<file path="config.mk">
export PLATFORM = sky130hd
export DESIGN_NAME = decode_stage
export DESIGN_NICKNAME = d
export VERILOG_FILES = /design/src/rtl/decode_stage.sv
export SDC_FILE = /design/constraint.sdc
export NUM_CORES = 1
export LEC_CHECK = 0
export CORE_ASPECT_RATIO = 1.5
export CORE_MARGIN = 8
export CORE_UTILIZATION = 40
export CTS_CLUSTER_SIZE = 28
export DETAILED_ROUTE_END_ITERATION = 10
export PLACE_DENSITY = 0.86
export SKIP_CTS_REPAIR_TIMING = 1
export SYNTH_ARGS = -nofsm -noshare
export SYNTH_HDL_FRONTEND = slang
export SYNTH_SLANG_ARGS = --single-unit
</file>
<file path="constraint.sdc">
create_clock -name clk -period 2.3 [get_ports clk]
set_input_delay 0.345 -clock clk [delete_from_list [all_inputs] [get_ports clk]]
set_output_delay 0.345 -clock clk [all_outputs]
set_load 0.05 [all_outputs]
</file>
<file path="src/rtl/decode_stage.sv">
// Registered instruction-decode stage with valid/ready handshake and sign-extended immediate.
// Define DECODE_SCOREBOARD_EN to track in-flight destination registers and stall on hazards.
module decode_stage #(
    parameter int OPC_W   = 4,
    parameter int REG_W   = 4,
    parameter int IMM_W   = 16,
    parameter int XLEN    = 32,
    parameter int INSTR_W = 32,
    parameter logic [2**OPC_W-1:0] NO_WB_MASK = 16'hC000
) (
    input  logic               clk,
    input  logic               rst_n,
    input  logic               in_valid,
    output logic               in_ready,
    input  logic [INSTR_W-1:0] in_instr,
    output logic               out_valid,
    input  logic               out_ready,
    output logic [OPC_W-1:0]   opcode,
    output logic [REG_W-1:0]   reg1,
    output logic [REG_W-1:0]   reg2,
    output logic [REG_W-1:0]   dest_reg,
    output logic [XLEN-1:0]    imm,
    output logic               writes_dest,
    input  logic               wb_valid,
    input  logic [REG_W-1:0]   wb_reg
);

    logic [OPC_W-1:0] opc_in;
    logic [REG_W-1:0] r1_in;
    logic [REG_W-1:0] r2_in;
    logic [REG_W-1:0] dst_in;
    logic [XLEN-1:0]  imm_in;
    logic             wd_in;
    logic             hazard;
    logic             accept;
    logic             fire;

    logic             out_valid_reg;
    logic [OPC_W-1:0] opcode_reg;
    logic [REG_W-1:0] reg1_reg;
    logic [REG_W-1:0] reg2_reg;
    logic [REG_W-1:0] dest_reg_reg;
    logic [XLEN-1:0]  imm_reg;
    logic             writes_dest_reg;

    // Field layout, MSB first: opcode | reg1 | reg2 | dest | immediate.
    assign opc_in = in_instr[INSTR_W-1 -: OPC_W];
    assign r1_in  = in_instr[INSTR_W-OPC_W-1 -: REG_W];
    assign r2_in  = in_instr[INSTR_W-OPC_W-REG_W-1 -: REG_W];
    assign dst_in = in_instr[INSTR_W-OPC_W-2*REG_W-1 -: REG_W];
    assign imm_in = XLEN'($signed(in_instr[IMM_W-1:0]));
    assign wd_in  = ~NO_WB_MASK[opc_in];

    assign accept   = in_valid & in_ready;
    assign fire     = out_valid_reg & out_ready;
    assign in_ready = (~out_valid_reg | out_ready) & ~hazard;

`ifdef DECODE_SCOREBOARD_EN
    logic [2**REG_W-1:0] busy_reg;

    // Hazard looks only at registered busy bits, so a writeback unblocks one cycle later.
    assign hazard = busy_reg[r1_in] | busy_reg[r2_in] | (wd_in & busy_reg[dst_in]);

    generate
        for (genvar gi = 0; gi < 2**REG_W; gi++) begin : g_busy
            localparam logic [REG_W-1:0] IDX = REG_W'(gi);
            always_ff @(posedge clk or negedge rst_n) begin
                if (!rst_n) begin
                    busy_reg[gi] <= 1'b0;
                end else if (accept && wd_in && dst_in == IDX) begin
                    busy_reg[gi] <= 1'b1;
                end else if (wb_valid && wb_reg == IDX) begin
                    busy_reg[gi] <= 1'b0;
                end
            end
        end
    endgenerate
`else
    logic unused_wb;

    assign hazard    = 1'b0;
    assign unused_wb = ^{wb_valid, wb_reg};
`endif

    always_ff @(posedge clk or negedge rst_n) begin
        if (!rst_n) begin
            out_valid_reg   <= 1'b0;
            opcode_reg      <= '0;
            reg1_reg        <= '0;
            reg2_reg        <= '0;
            dest_reg_reg    <= '0;
            imm_reg         <= '0;
            writes_dest_reg <= 1'b0;
        end else if (accept) begin
            out_valid_reg   <= 1'b1;
            opcode_reg      <= opc_in;
            reg1_reg        <= r1_in;
            reg2_reg        <= r2_in;
            dest_reg_reg    <= dst_in;
            imm_reg         <= imm_in;
            writes_dest_reg <= wd_in;
        end else if (fire) begin
            out_valid_reg   <= 1'b0;
        end
    end

    assign out_valid   = out_valid_reg;
    assign opcode      = opcode_reg;
    assign reg1        = reg1_reg;
    assign reg2        = reg2_reg;
    assign dest_reg    = dest_reg_reg;
    assign imm         = imm_reg;
    assign writes_dest = writes_dest_reg;

endmodule

</file>
==> key figures <==
Power and ir drop
  – Sequential power share: between 30 and 40%
  – Peak supply drop: between 0.6 and 0.7 mV
  – Combinational power share: between 40 and 50%
  – Tot Pwr: between 2 and 2.5 mW
  – Switching share of power: roughly 40%
  – Leak Pwr: 1.08 nW
  – Clock power share: 20.8%
  – P_sw: 865 uW
  – Pwr Density: between 900 and 1000 nW/um2
  – Pint: 1.31 mW

Timing
  – Slew margin rel.: roughly three fifths
  – Fin Setup TNS: 0 ns
  – RSZ-0062 raised after global routing: false
  – Fin crit share: 92.1%
  – Endpoints failing hold: 0
  – Final setup viols: 0
  – Max-slew violations: 0
  – Final clock skew: roughly 0.0056 ns
  – Hold slack: between 0.4 and 0.5 ns
  – Worst setup margin: 0.181 ns
  – Tmin final: about 2.1 ns
  – Fmax: 472 MHz
  – Slew @ Worst Pin: ~0.61 ns

Floorplan
  – Initial core utilization: between 40% and 50%
  – I/O pin count: around 90
  – Die Ht: 92.3 um
  – FP Rows: 27
  – Die area: 6170 um2
  – Core Region: approximately 3700 um2
  – Die Wd: roughly 67 um

Worst setup path
  – Slowest stage delay, CP: approximately 0.89 ns
  – Slowest CP cell: clkdlybuf4s50_1
  – Worst EP required: roughly 2.0 ns
  – Worst setup EP type: output pin
  – Critical Path Source Type: flip-flop
  – Critical-path maximum fanout: 18
  – Crit path max-delay family: buffers and inverters
  – Critical path type: flip-flop to output pin
  – Buf/Inv on CP: 1
  – CP cell instances: clkdlybuf4s50_1
  – Arrival time at the worst endpoint: 1.77 ns

GRT
  – Largest net degree at the start of global routing: 35
  – Total gr overflow: 0
  – First-pass GRT wire length: between 5000 and 6000 um
  – Number of global-route vias before repair: 1,114
  – Initial antenna violation count: 0
  – Tot GR Track Use: roughly an eighth

Yosys
  – Seq/Total Area, Yosys: a little over half
  – Syn_area_per_cell: between 15 and 20 um2
  – Synth warn: 0
  – Flops & latches, synth: 34
  – Syn Inst Count: 90
  – Synthesized cell area: 1550 um2
  – Syn nets: roughly 130
  – Synth unique cells: 9

Place
  – Routability cong.: between 0.7 and 0.8
  – Placed Area: between 2000 and 2500 um2
  – PortBufs: 86
  – DPL Wire Length: 2970 um
  – Placed cell count: 201
  – Post-place setup slack: roughly 0.39 ns

Finish
  – Max reg flops: 16
  – Layout Nets: a little over 200
  – Diode count: 0
  – Most frequent cells in the layout: clkdlybuf4s50_1 (85), dfrtp_1 (34), mux2_4 (30), clkbuf_8 (6), mux2_2 (3)
  – Most common cell after layout, fill and taps aside: clkdlybuf4s50_1
  – P&R area growth vs syn: 53.7%
  – Finished Cell Area: around 2400 um2
  – Final Non-Filler Cells: 209
  – Final Util: between 60% and 70%
  – Share of layout cells above drive strength 1: 27.1%

Hold path
  – Worst min path class: input port to asynchronous set/reset pin

Clocking
  – CTS tree: built
  – Clock buffer depth: 2
  – CTS H-tree depth: 2
  – Insertion delay to the later sink of the worst-skew pair: ~0.28 ns
  – CTS Sinks: 34
  – Clk slew on worst S/H paths: 0.07 ns
  – Root Driver: clkbuf_8
  – CTS buffer count: 5

Routing
  – DR WL/cell: around 18 um
  – Via density: between 4 and 5
  – Remaining DRCs: 0
  – Antenna Nets Post-Route: 0
  – Iteration-0 DRC Markers: 11
  – DR pass1 iterations: 4
  – Vias: between 900 and 1k
  – Total Routed Length: 3840 um

Job
  – Max_cap viols: 0

Run status
  – Status: complete, no violations
-- cells in the mapped netlist, drive strengths merged --
cell type	number	share of area (%)
buf	19	12
dfrtp	34	55
mux2	33	31
nand2	1	0.73
nand2b	1	0.89
nand3	1	0.32
or2b	1	0.48
-- area by class of cell --
cell class	instances	area [um2]
well taps	43	53.8
flip-flops and latches	34	851
fillers	275	1290
multi-input cells	37	522
clock inverters	2	12.5
clock buffers	6	82.6
repair buffers	87	866
-- cell families after synthesis --
group / count (synthesis) / share of synthesized area [%]
buffers and inverters: 19 / 11.6
DFF: 34 / 54.8
and+or+nand+nor: 4 / 2.42
muxes: 33 / 31.2
-- worst register-to-register path: cells and delay by family, from the launching register on --
kind / cells / cell delay (ns)
simple gates: 2 / 0.54
mux: 1 / 0.41
flops: 1 / 0.39
-- power by group through the flow --
stage	clock, mW	combinational, mW	sequential, mW
2_1_floorplan	0	0.388	1.05
3_3_place_gp	0	0.976	0.746
3_5_place_dp	0	0.984	0.754
4_1_cts	0.469	0.988	0.744
5_1_grt	0.498	1.01	0.753
6_report	0.453	0.977	0.744
-- worst paths after layout --
| kind | start | end | slack (ns) | depth (start not counted) |
|---|---|---|---|---|
| worst max-delay path | imm[15]$_DFFE_PN0P_ | imm[23] | 0.18 | 1 |
| worst min-delay path | rst_n | writes_dest$_DFFE_PN0P_ | 0.46 | 2 |
| worst max register to register | out_valid$_DFFE_PN0P_ | reg1[0]$_DFFE_PN0P_ | 0.84 | 3 |
| worst min register to register | imm[12]$_DFFE_PN0P_ | imm[12]$_DFFE_PN0P_ | 0.51 | 1 |
| max in group asynchronous | rst_n | reg1[3]$_DFFE_PN0P_ | 1.53 | 2 |
| min in group clk | imm[12]$_DFFE_PN0P_ | imm[12]$_DFFE_PN0P_ | 0.51 | 1 |
-- routing by layer --
layer / share of wire (%) / track usage [%]
met3: 14 / 6.76
met5: 0 / 0
met1: 36 / 12.1
met4: 1.4 / 5.25
met2: 49 / 21.0
No activity file was read; power rests on OpenSTA's default activity.
